[src/rtl/mult35_pkg.sv]
// Shared definitions for the 35x35 sequential multiplier.
// Contents:
//   A_W, B_W, P_W, ACC_W, SPLIT, HALF_W : datapath widths
//   phase_t    : 2-bit free-running phase of the 4-clock schedule
//   acc_op_t   : addend select for the 18x18 multiply/accumulate slice
//   next_phase : phase sequencing helper (0,1,2,3,0,...)
package mult35_pkg;

    localparam int A_W    = 35;
    localparam int B_W    = 35;
    localparam int P_W    = A_W + B_W;
    localparam int ACC_W  = 48;
    localparam int SPLIT  = 17;
    localparam int HALF_W = SPLIT + 1;

    typedef enum logic [1:0] {
        PH0 = 2'd0,
        PH1 = 2'd1,
        PH2 = 2'd2,
        PH3 = 2'd3
    } phase_t;

    typedef enum logic [1:0] {
        ADD_ZERO  = 2'd0,
        ADD_P     = 2'd1,
        ADD_P_SHR = 2'd2
    } acc_op_t;

    function automatic phase_t next_phase(input phase_t ph);
        phase_t nxt;
        case (ph)
            PH0:     nxt = PH1;
            PH1:     nxt = PH2;
            PH2:     nxt = PH3;
            PH3:     nxt = PH0;
            default: nxt = PH0;
        endcase
        return nxt;
    endfunction

endpackage

[src/rtl/mult18x18s_acc.sv]
// Registered 18x18 signed multiply with accumulate of a selectable addend.
// Ports:
//   clk    : rising-edge clock
//   rst    : synchronous active-high reset, clears the accumulator
//   a, b   : signed 18-bit multiplier inputs
//   op_sel : addend select (zero, accumulator, accumulator >>> SPLIT)
//   acc    : registered signed 48-bit accumulator
module mult18x18s_acc
    import mult35_pkg::*;
(
    input  logic                    clk,
    input  logic                    rst,
    input  logic signed [HALF_W-1:0] a,
    input  logic signed [HALF_W-1:0] b,
    input  acc_op_t                 op_sel,
    output logic signed [ACC_W-1:0] acc
);

    logic signed [2*HALF_W-1:0] prod_s;
    logic signed [ACC_W-1:0]    addend_s;

    // Both operands are sign-extended first, so the truncated product is exact.
    assign prod_s = (2*HALF_W)'(a) * (2*HALF_W)'(b);

    // Addend mux; the shifted form carries the upper partial sum to the next column.
    always_comb begin
        addend_s = 48'sd0;
        case (op_sel)
            ADD_ZERO:  addend_s = 48'sd0;
            ADD_P:     addend_s = acc;
            ADD_P_SHR: addend_s = acc >>> SPLIT;
            default:   addend_s = 48'sd0;
        endcase
    end

    // Accumulator register.
    always_ff @(posedge clk) begin
        if (rst) begin
            acc <= 48'sd0;
        end else begin
            acc <= addend_s + ACC_W'(prod_s);
        end
    end

endmodule

[src/rtl/mult35x35_seq_pipe.sv]
// Signed 35x35 -> 70-bit multiplier built on one time-shared 18x18 MAC slice.
// Operands are sampled at every phase-0 edge; each product appears on
// PROD_OUT five clocks after its capture edge, one product per four clocks.
// Ports:
//   CLK      : rising-edge clock
//   RST      : synchronous active-high reset
//   A_IN     : signed multiplicand (35 bits)
//   B_IN     : signed multiplier (35 bits)
//   PROD_OUT : registered signed product (70 bits), held between updates
//   PROD_VLD : one-clock pulse in the cycle after each PROD_OUT update
//              (present only when MULT35_VALID_EN is defined)
module mult35x35_seq_pipe
    import mult35_pkg::*;
(
    input  logic           CLK,
    input  logic           RST,
    input  logic [A_W-1:0] A_IN,
    input  logic [B_W-1:0] B_IN,
    output logic [P_W-1:0] PROD_OUT
`ifdef MULT35_VALID_EN
    ,
    output logic           PROD_VLD
`endif
);

    phase_t                    ph_r;
    phase_t                    ph_nxt_s;
    acc_op_t                   op_s;
    logic [A_W-1:0]            a_r;
    logic [B_W-1:0]            b_r;
    logic signed [HALF_W-1:0]  al_s, ah_s, bl_s, bh_s;
    logic signed [HALF_W-1:0]  mul_a_s, mul_b_s;
    logic signed [ACC_W-1:0]   acc_s;
    logic [11:0]               acc_hi_unused_s;
    logic [SPLIT-1:0]          lo17_r;
    logic [SPLIT-1:0]          mid17_r;
    logic                      cap_vld_r;
    logic                      emit_r;
    logic [P_W-1:0]            prod_r;

    // Low halves are zero-extended magnitudes, high halves carry the sign.
    assign al_s = {1'b0, a_r[SPLIT-1:0]};
    assign ah_s = a_r[A_W-1:SPLIT];
    assign bl_s = {1'b0, b_r[SPLIT-1:0]};
    assign bh_s = b_r[B_W-1:SPLIT];

    // Only the low 36 accumulator bits form the product's top field.
    assign acc_hi_unused_s = acc_s[ACC_W-1:36];

    // Phase register.
    always_ff @(posedge CLK) begin
        if (RST) begin
            ph_r <= PH0;
        end else begin
            ph_r <= ph_nxt_s;
        end
    end

    // Next phase and slice operation for the edge that ends the current phase.
    always_comb begin
        ph_nxt_s = next_phase(ph_r);
        op_s     = ADD_ZERO;
        mul_a_s  = 18'sd0;
        mul_b_s  = 18'sd0;
        case (ph_r)
            PH1: begin
                op_s    = ADD_ZERO;
                mul_a_s = al_s;
                mul_b_s = bl_s;
            end
            PH2: begin
                op_s    = ADD_P_SHR;
                mul_a_s = ah_s;
                mul_b_s = bl_s;
            end
            PH3: begin
                op_s    = ADD_P;
                mul_a_s = al_s;
                mul_b_s = bh_s;
            end
            PH0: begin
                // Final column of the product in flight; the operand registers
                // still hold its values at this edge even though they reload now.
                op_s    = ADD_P_SHR;
                mul_a_s = ah_s;
                mul_b_s = bh_s;
            end
            default: begin
                op_s    = ADD_ZERO;
                mul_a_s = 18'sd0;
                mul_b_s = 18'sd0;
            end
        endcase
    end

    mult18x18s_acc u_mac (
        .clk    (CLK),
        .rst    (RST),
        .a      (mul_a_s),
        .b      (mul_b_s),
        .op_sel (op_s),
        .acc    (acc_s)
    );

    // Operand capture and pipeline bookkeeping at phase-0 edges.
    // emit_r marks that the window now finishing belongs to a real capture,
    // so nothing is emitted for the empty window right after reset.
    always_ff @(posedge CLK) begin
        if (RST) begin
            a_r       <= 35'd0;
            b_r       <= 35'd0;
            cap_vld_r <= 1'b0;
            emit_r    <= 1'b0;
        end else if (ph_r == PH0) begin
            a_r       <= A_IN;
            b_r       <= B_IN;
            cap_vld_r <= 1'b1;
            emit_r    <= cap_vld_r;
        end
    end

    // Low and middle 17-bit product fields, latched the edge after they settle.
    always_ff @(posedge CLK) begin
        if (RST) begin
            lo17_r  <= 17'd0;
            mid17_r <= 17'd0;
        end else begin
            if (ph_r == PH2) begin
                lo17_r <= acc_s[SPLIT-1:0];
            end
            if (ph_r == PH0) begin
                mid17_r <= acc_s[SPLIT-1:0];
            end
        end
    end

    // Product output register, updated five clocks after capture.
    always_ff @(posedge CLK) begin
        if (RST) begin
            prod_r <= 70'd0;
        end else if ((ph_r == PH1) && emit_r) begin
            prod_r <= {acc_s[35:0], mid17_r, lo17_r};
        end
    end

    assign PROD_OUT = prod_r;

`ifdef MULT35_VALID_EN
    logic vld_r;

    // Valid pulse one clock after each product update.
    always_ff @(posedge CLK) begin
        if (RST) begin
            vld_r <= 1'b0;
        end else begin
            vld_r <= (ph_r == PH2) && emit_r;
        end
    end

    assign PROD_VLD = vld_r;
`endif

endmodule

[config.mk]
export PLATFORM = sky130hd
export DESIGN_NAME = mult35x35_seq_pipe
export DESIGN_NICKNAME = d
export VERILOG_FILES = /design/src/rtl/mult35_pkg.sv /design/src/rtl/mult18x18s_acc.sv /design/src/rtl/mult35x35_seq_pipe.sv
export SDC_FILE = /design/constraint.sdc
export NUM_CORES = 2
export LEC_CHECK = 0
export ABC_AREA = 1
export BUFFER_PORTS_ARGS = -buffer_cell sky130_fd_sc_hd__buf_2
export CORE_ASPECT_RATIO = 1.1
export CORE_MARGIN = 5
export CORE_UTILIZATION = 60
export DETAILED_ROUTE_END_ITERATION = 12
export GPL_ROUTABILITY_DRIVEN = 0
export GPL_TIMING_DRIVEN = 1
export PLACE_DENSITY_LB_ADDON = 0.1
export SYNTH_ARGS = -nofsm -noshare
export SYNTH_HDL_FRONTEND = slang
export SYNTH_SLANG_ARGS = --single-unit
[constraint.sdc]
create_clock -name CLK -period 14.2 [get_ports CLK]
set_clock_uncertainty 0.05 [all_clocks]
set_input_delay 3.55 -clock CLK [delete_from_list [all_inputs] [get_ports CLK]]
set_output_delay 3.55 -clock CLK [all_outputs]
set_load 0.1 [all_outputs]
Word-level counts from Yosys, hierarchy flattened --
Cells that the tools add are included.
Word-level totals: register bits after elaboration 226, output and inout port bits 70, logic and storage cells 27
Cells by class: reductions and logical operators 6, equality and inequality tests 5, mux-type cells 5, $add $sub $neg 1, multiply operators 1
Operators with widths (count):
- one-hot mux 48 bit (2 select lines) | 1
- one-hot mux 18 bit (2 select lines) | 2
- adder 48 x 36 -> 48 bit | 1
- multiplier 18 x 18 -> 36 bit | 1
- one-hot mux 2 bit (4 select lines) | 1
- OR reduction 2 bit | 4
- == test 2 bit, second input constant | 3
- one-hot mux 2 bit (3 select lines) | 1
- == test 2 x 1 -> 1 bit, second input constant | 2
- zero test 2 bit | 1
- logical AND 1 bit | 1

Depth between registers and ports, before layout --
depth after elaboration 6, gate-level depth with buffers 37, mapped depth without buffers 34

By module --
From an unflattened synthesis, not the netlist that was laid out.
Unflattened totals: cells, all modules 3527, area total of the unflattened synthesis 25695.9 um^2
Modules (own cells, without submodules):
- mult18x18s_acc | area an instance 18614.1 um^2, cells each 2495, seq. area each 960.9 um^2, instances 1
- mult35x35_seq_pipe | area an instance 7081.8 um^2, cells each 1032, seq. area each 3563.4 um^2, instances 1

Worst setup path before layout --
Ideal clock, no wire load.
path type reg2reg, from reg ph_r[0], to reg u_mac.acc[47], period minus slack after synthesis 7.541 ns, path slack 6.659 ns, setup time 0.113 ns, arrival time 7.378 ns, stages on the path, launching flop included 33, path buffers 4, path through dfxtp_1 -> inv_1 -> buf_2 -> buf_1 -> ha_1 -> buf_4 -> buf_6 -> o21ai_2 -> inv_1 -> nor2_1 -> inv_1 -> fa_1 -> fa_1 -> inv_1 -> fa_1 -> inv_1 -> fa_1 -> inv_1 -> fa_1 -> inv_1 -> fa_1 -> inv_1 -> ha_1 -> ha_1 -> nand2_1 -> nor2_1 -> nand2_1 -> nor2_1 -> nand3_1 -> nand3_1 -> nand2_1 -> nand2_1 -> nor2_1
Between the ends: longest elaborated chain between the ends 6, elaborated cells on any way between the ends 16, classes of those cells add/sub: 1; mul: 1; eq/ne: 5; mux: 4; reduce/logical: 5
Ends and longest elaborated chain:
- start: declaration | line mult35x35_seq_pipe.sv:26 | phase_t ph_r;
- start signal: assignment | line mult35x35_seq_pipe.sv:55 | ph_r <= ph_nxt_s;
- branches (longest 5 deep; another with multiplier 18 x 18 -> 36 bit)
- adder 48 x 36 -> 48 bit (*) | line mult18x18s_acc.sv:41 | acc <= addend_s + ACC_W'(prod_s);
- end signal: assignment | line mult18x18s_acc.sv:41
- end: declaration | line mult18x18s_acc.sv:16 | output logic signed [ACC_W-1:0] acc
Every way passes the cells marked *. A chain may end at the register's enable or synchronous reset.

Worst setup path in the final report --
from reg ph_r[0], to reg u_mac.acc[37]
Same word-level chain as after synthesis.

==> impl_metrics.env <==
export IMPL_run_status="completed"
export IMPL_io_pins=142
export IMPL_slowest_delay_ns=0.87
export IMPL_startpoint_type="register"
export IMPL_slew_headroom=0.115
export IMPL_viasPerCell=5.49
export IMPL_hpwl_mm=56.8
export IMPL_clockBufferDepth=3
export IMPL_final_seq_area_sq_um=4520
export IMPL_timing_setup_tns_ns=0
export IMPL_routedWlPerCell_microns=18.2
export IMPL_fp_coreArea_sq_um=40400
export IMPL_cts_resized=0
export IMPL_syn_to_final_growth_pct=7.75
export IMPL_required_ns=14.62
export IMPL_critical_path_class="reg2reg"
export IMPL_syn_area_sq_um=24600
export IMPL_crit_slowest_cell="inv_1"
export IMPL_std_cell_rows=77
export IMPL_synth_top_family_by_area="adder cells"
export IMPL_finalHoldViolations=0
export IMPL_multi_input_area_sq_um=17300
export IMPL_cp_common_cell="fa_1"
export IMPL_yosysWarnings=0
export IMPL_clkSinkCount=226
export IMPL_synthArstFlopShare=0
export IMPL_min_period_ns=8.75
export IMPL_final_net_count=3888
export IMPL_drc=0
export IMPL_post_cts_setup_buffer_count=0
export IMPL_vias=20800
export IMPL_synth_fa_ha_area_frac=0.410
export IMPL_ys_ff_latch=226
export IMPL_synth_top_area_cell="fa_1"
export IMPL_synth_area_mux_share=0
export IMPL_synth_distinct_cells=37
export IMPL_max_freq_mhz=114
export IMPL_arrival_ns=9.17
export IMPL_syn_inst=3178
export IMPL_synth_simple_area_share=0.211
export IMPL_holdBufCountCts=0
export IMPL_synthTopCellsByArea="fa_1, dfxtp_1, nor2_1"
export IMPL_overflow=0
export IMPL_die_area_sq_um=45200
export IMPL_fillers=3527
export IMPL_routed_wl_mm=69.2
export IMPL_synth_flop_cell="dfxtp_1"
export IMPL_setup_viol_count_final=0
export IMPL_cts_max_level=1
export IMPL_die_w_microns=203
export IMPL_grt_max_degree=122
export IMPL_worstPathMaxFanout=74
export IMPL_max_cap_viol_count=0
export IMPL_ys_seq_area_frac=0.184
export IMPL_synth_compound_area_frac=0.0788
export IMPL_worstSkewPairLatency_ns=0.57
export IMPL_cp_end_kind="register"
export IMPL_grt_pass1_vias=21100
export IMPL_synth_edf_count=0
export IMPL_synth_nets=3808
export IMPL_die_y_microns=223
export IMPL_synthXorXnorAreaFrac=0.00213
export IMPL_first_iter_violations=1551
export IMPL_cts_buffers=25
export IMPL_clk_pin_slew_ns=0.07
export IMPL_grt_usage=0.308
export IMPL_hold_class="reg2reg"
export IMPL_start_util=0.610
export IMPL_final_cell_mix="nor2_1, inv_1, nand2_1"
export IMPL_finalMaxSlewViolations=0
export IMPL_cts_tree="done"
export IMPL_final_common_cell="nor2_1"
export IMPL_ant_nets=0
export IMPL_cts_root_buf="clkbuf_16"
export IMPL_syn_area_per_cell_sq_um=7.75
export IMPL_worst_pin_slew_ns=1.32
export IMPL_grt_first_pass_wirelength_mm=111
export IMPL_timing_final_crit_share=0.616
export IMPL_layout_drive_gt1_share=0.0928
export IMPL_drt_first_pass_iters=6
export IMPL_io_buffers=141
export IMPL_synth_top_cell_area_share=0.338
export IMPL_grt_antenna_before_repair=1
export IMPL_rsz0062_at_grt="false"
## flip-flops by register name, indices dropped and copies added (netlist names)
register and cells:
PROD_OUT 70, u_mac.acc 48, a_r 35, b_r 35, lo17_r 17, mid17_r 17, ph_r 2, cap_vld_r 1
emit_r 1
## cell usage after synthesis, types with 8 or more instances
master	count
a21oi_1	93
a22o_1	13
buf_2	39
clkbuf_1	59
dfxtp_1	226
fa_1	416
ha_1	142
inv_1	600
inv_2	18
nand2_1	574
nand2_2	15
nand3_1	38
nand3_2	8
nor2_1	619
nor2_2	15
o21ai_0	197
o21ai_1	17
o21ai_2	12
or2_2	14
## area by class of cell
class                      count  area share
antenna                        2    0.000189
clock buffer                  30      0.0246
clock inverter                16     0.00834
inverter                     623      0.0882
multi-input combinational   2219       0.651
sequential                   226       0.170
tap                          513      0.0242
timing repair buffer         163      0.0328
## worst max-delay path: cells and delay by family, from the launching register on
family	cells	cell delay (ns)
AND/OR/NAND/NOR	12	1.95
flip-flops	1	0.36
buffers and inverters	7	2.15
adder cells (fa/ha/maj)	9	4.09
## kinds of logic after synthesis
group	after synthesis
DFF	226
xor gates and xnor gates	6
and+or+nand+nor	1304
adders and majority gates	558
buffers and inverters	733
AOI/OAI and AO/OA	351
## per-layer routing
layer / track usage / wire, microns
met5: 0 / 11
met4: 0.158 / 4280
met3: 0.0499 / 5650
met2: 0.505 / 32800
met1: 0.396 / 26500
## final timing paths
path | depth (start not counted) | startpoint | endpoint | slack, ns
setup / recovery | 28 | ph_r[0] | u_mac.acc[37] | 5.45
hold / removal | 2 | b_r[23] | b_r[23] | 0.40
setup reg to reg | 28 | ph_r[0] | u_mac.acc[37] | 5.45
hold reg to reg | 2 | b_r[23] | b_r[23] | 0.40
## through the flow
stage / utilization / cells / instance area, sq um / worst slack [ns] / hold WS (ns)
after CTS: 0.658 / 3790 / 26500 / 5.49 / 0.405
after global routing: 0.658 / 3790 / 26500 / 4.89 / 0.429
after global placement: 0.636 / 3744 / 25700 / 5.69 / 0.388
after detailed placement: 0.636 / 3744 / 25700 / 5.49 / 0.396
final: 0.658 / 3792 / 26500 / 5.45 / 0.403
after floorplan: - / 3178 / 24600 / 6.66 / 0.379
Power is left out: the tool's default activity adds up to more than one toggle a clock period on the data nets, which glitch-free logic cannot reach.
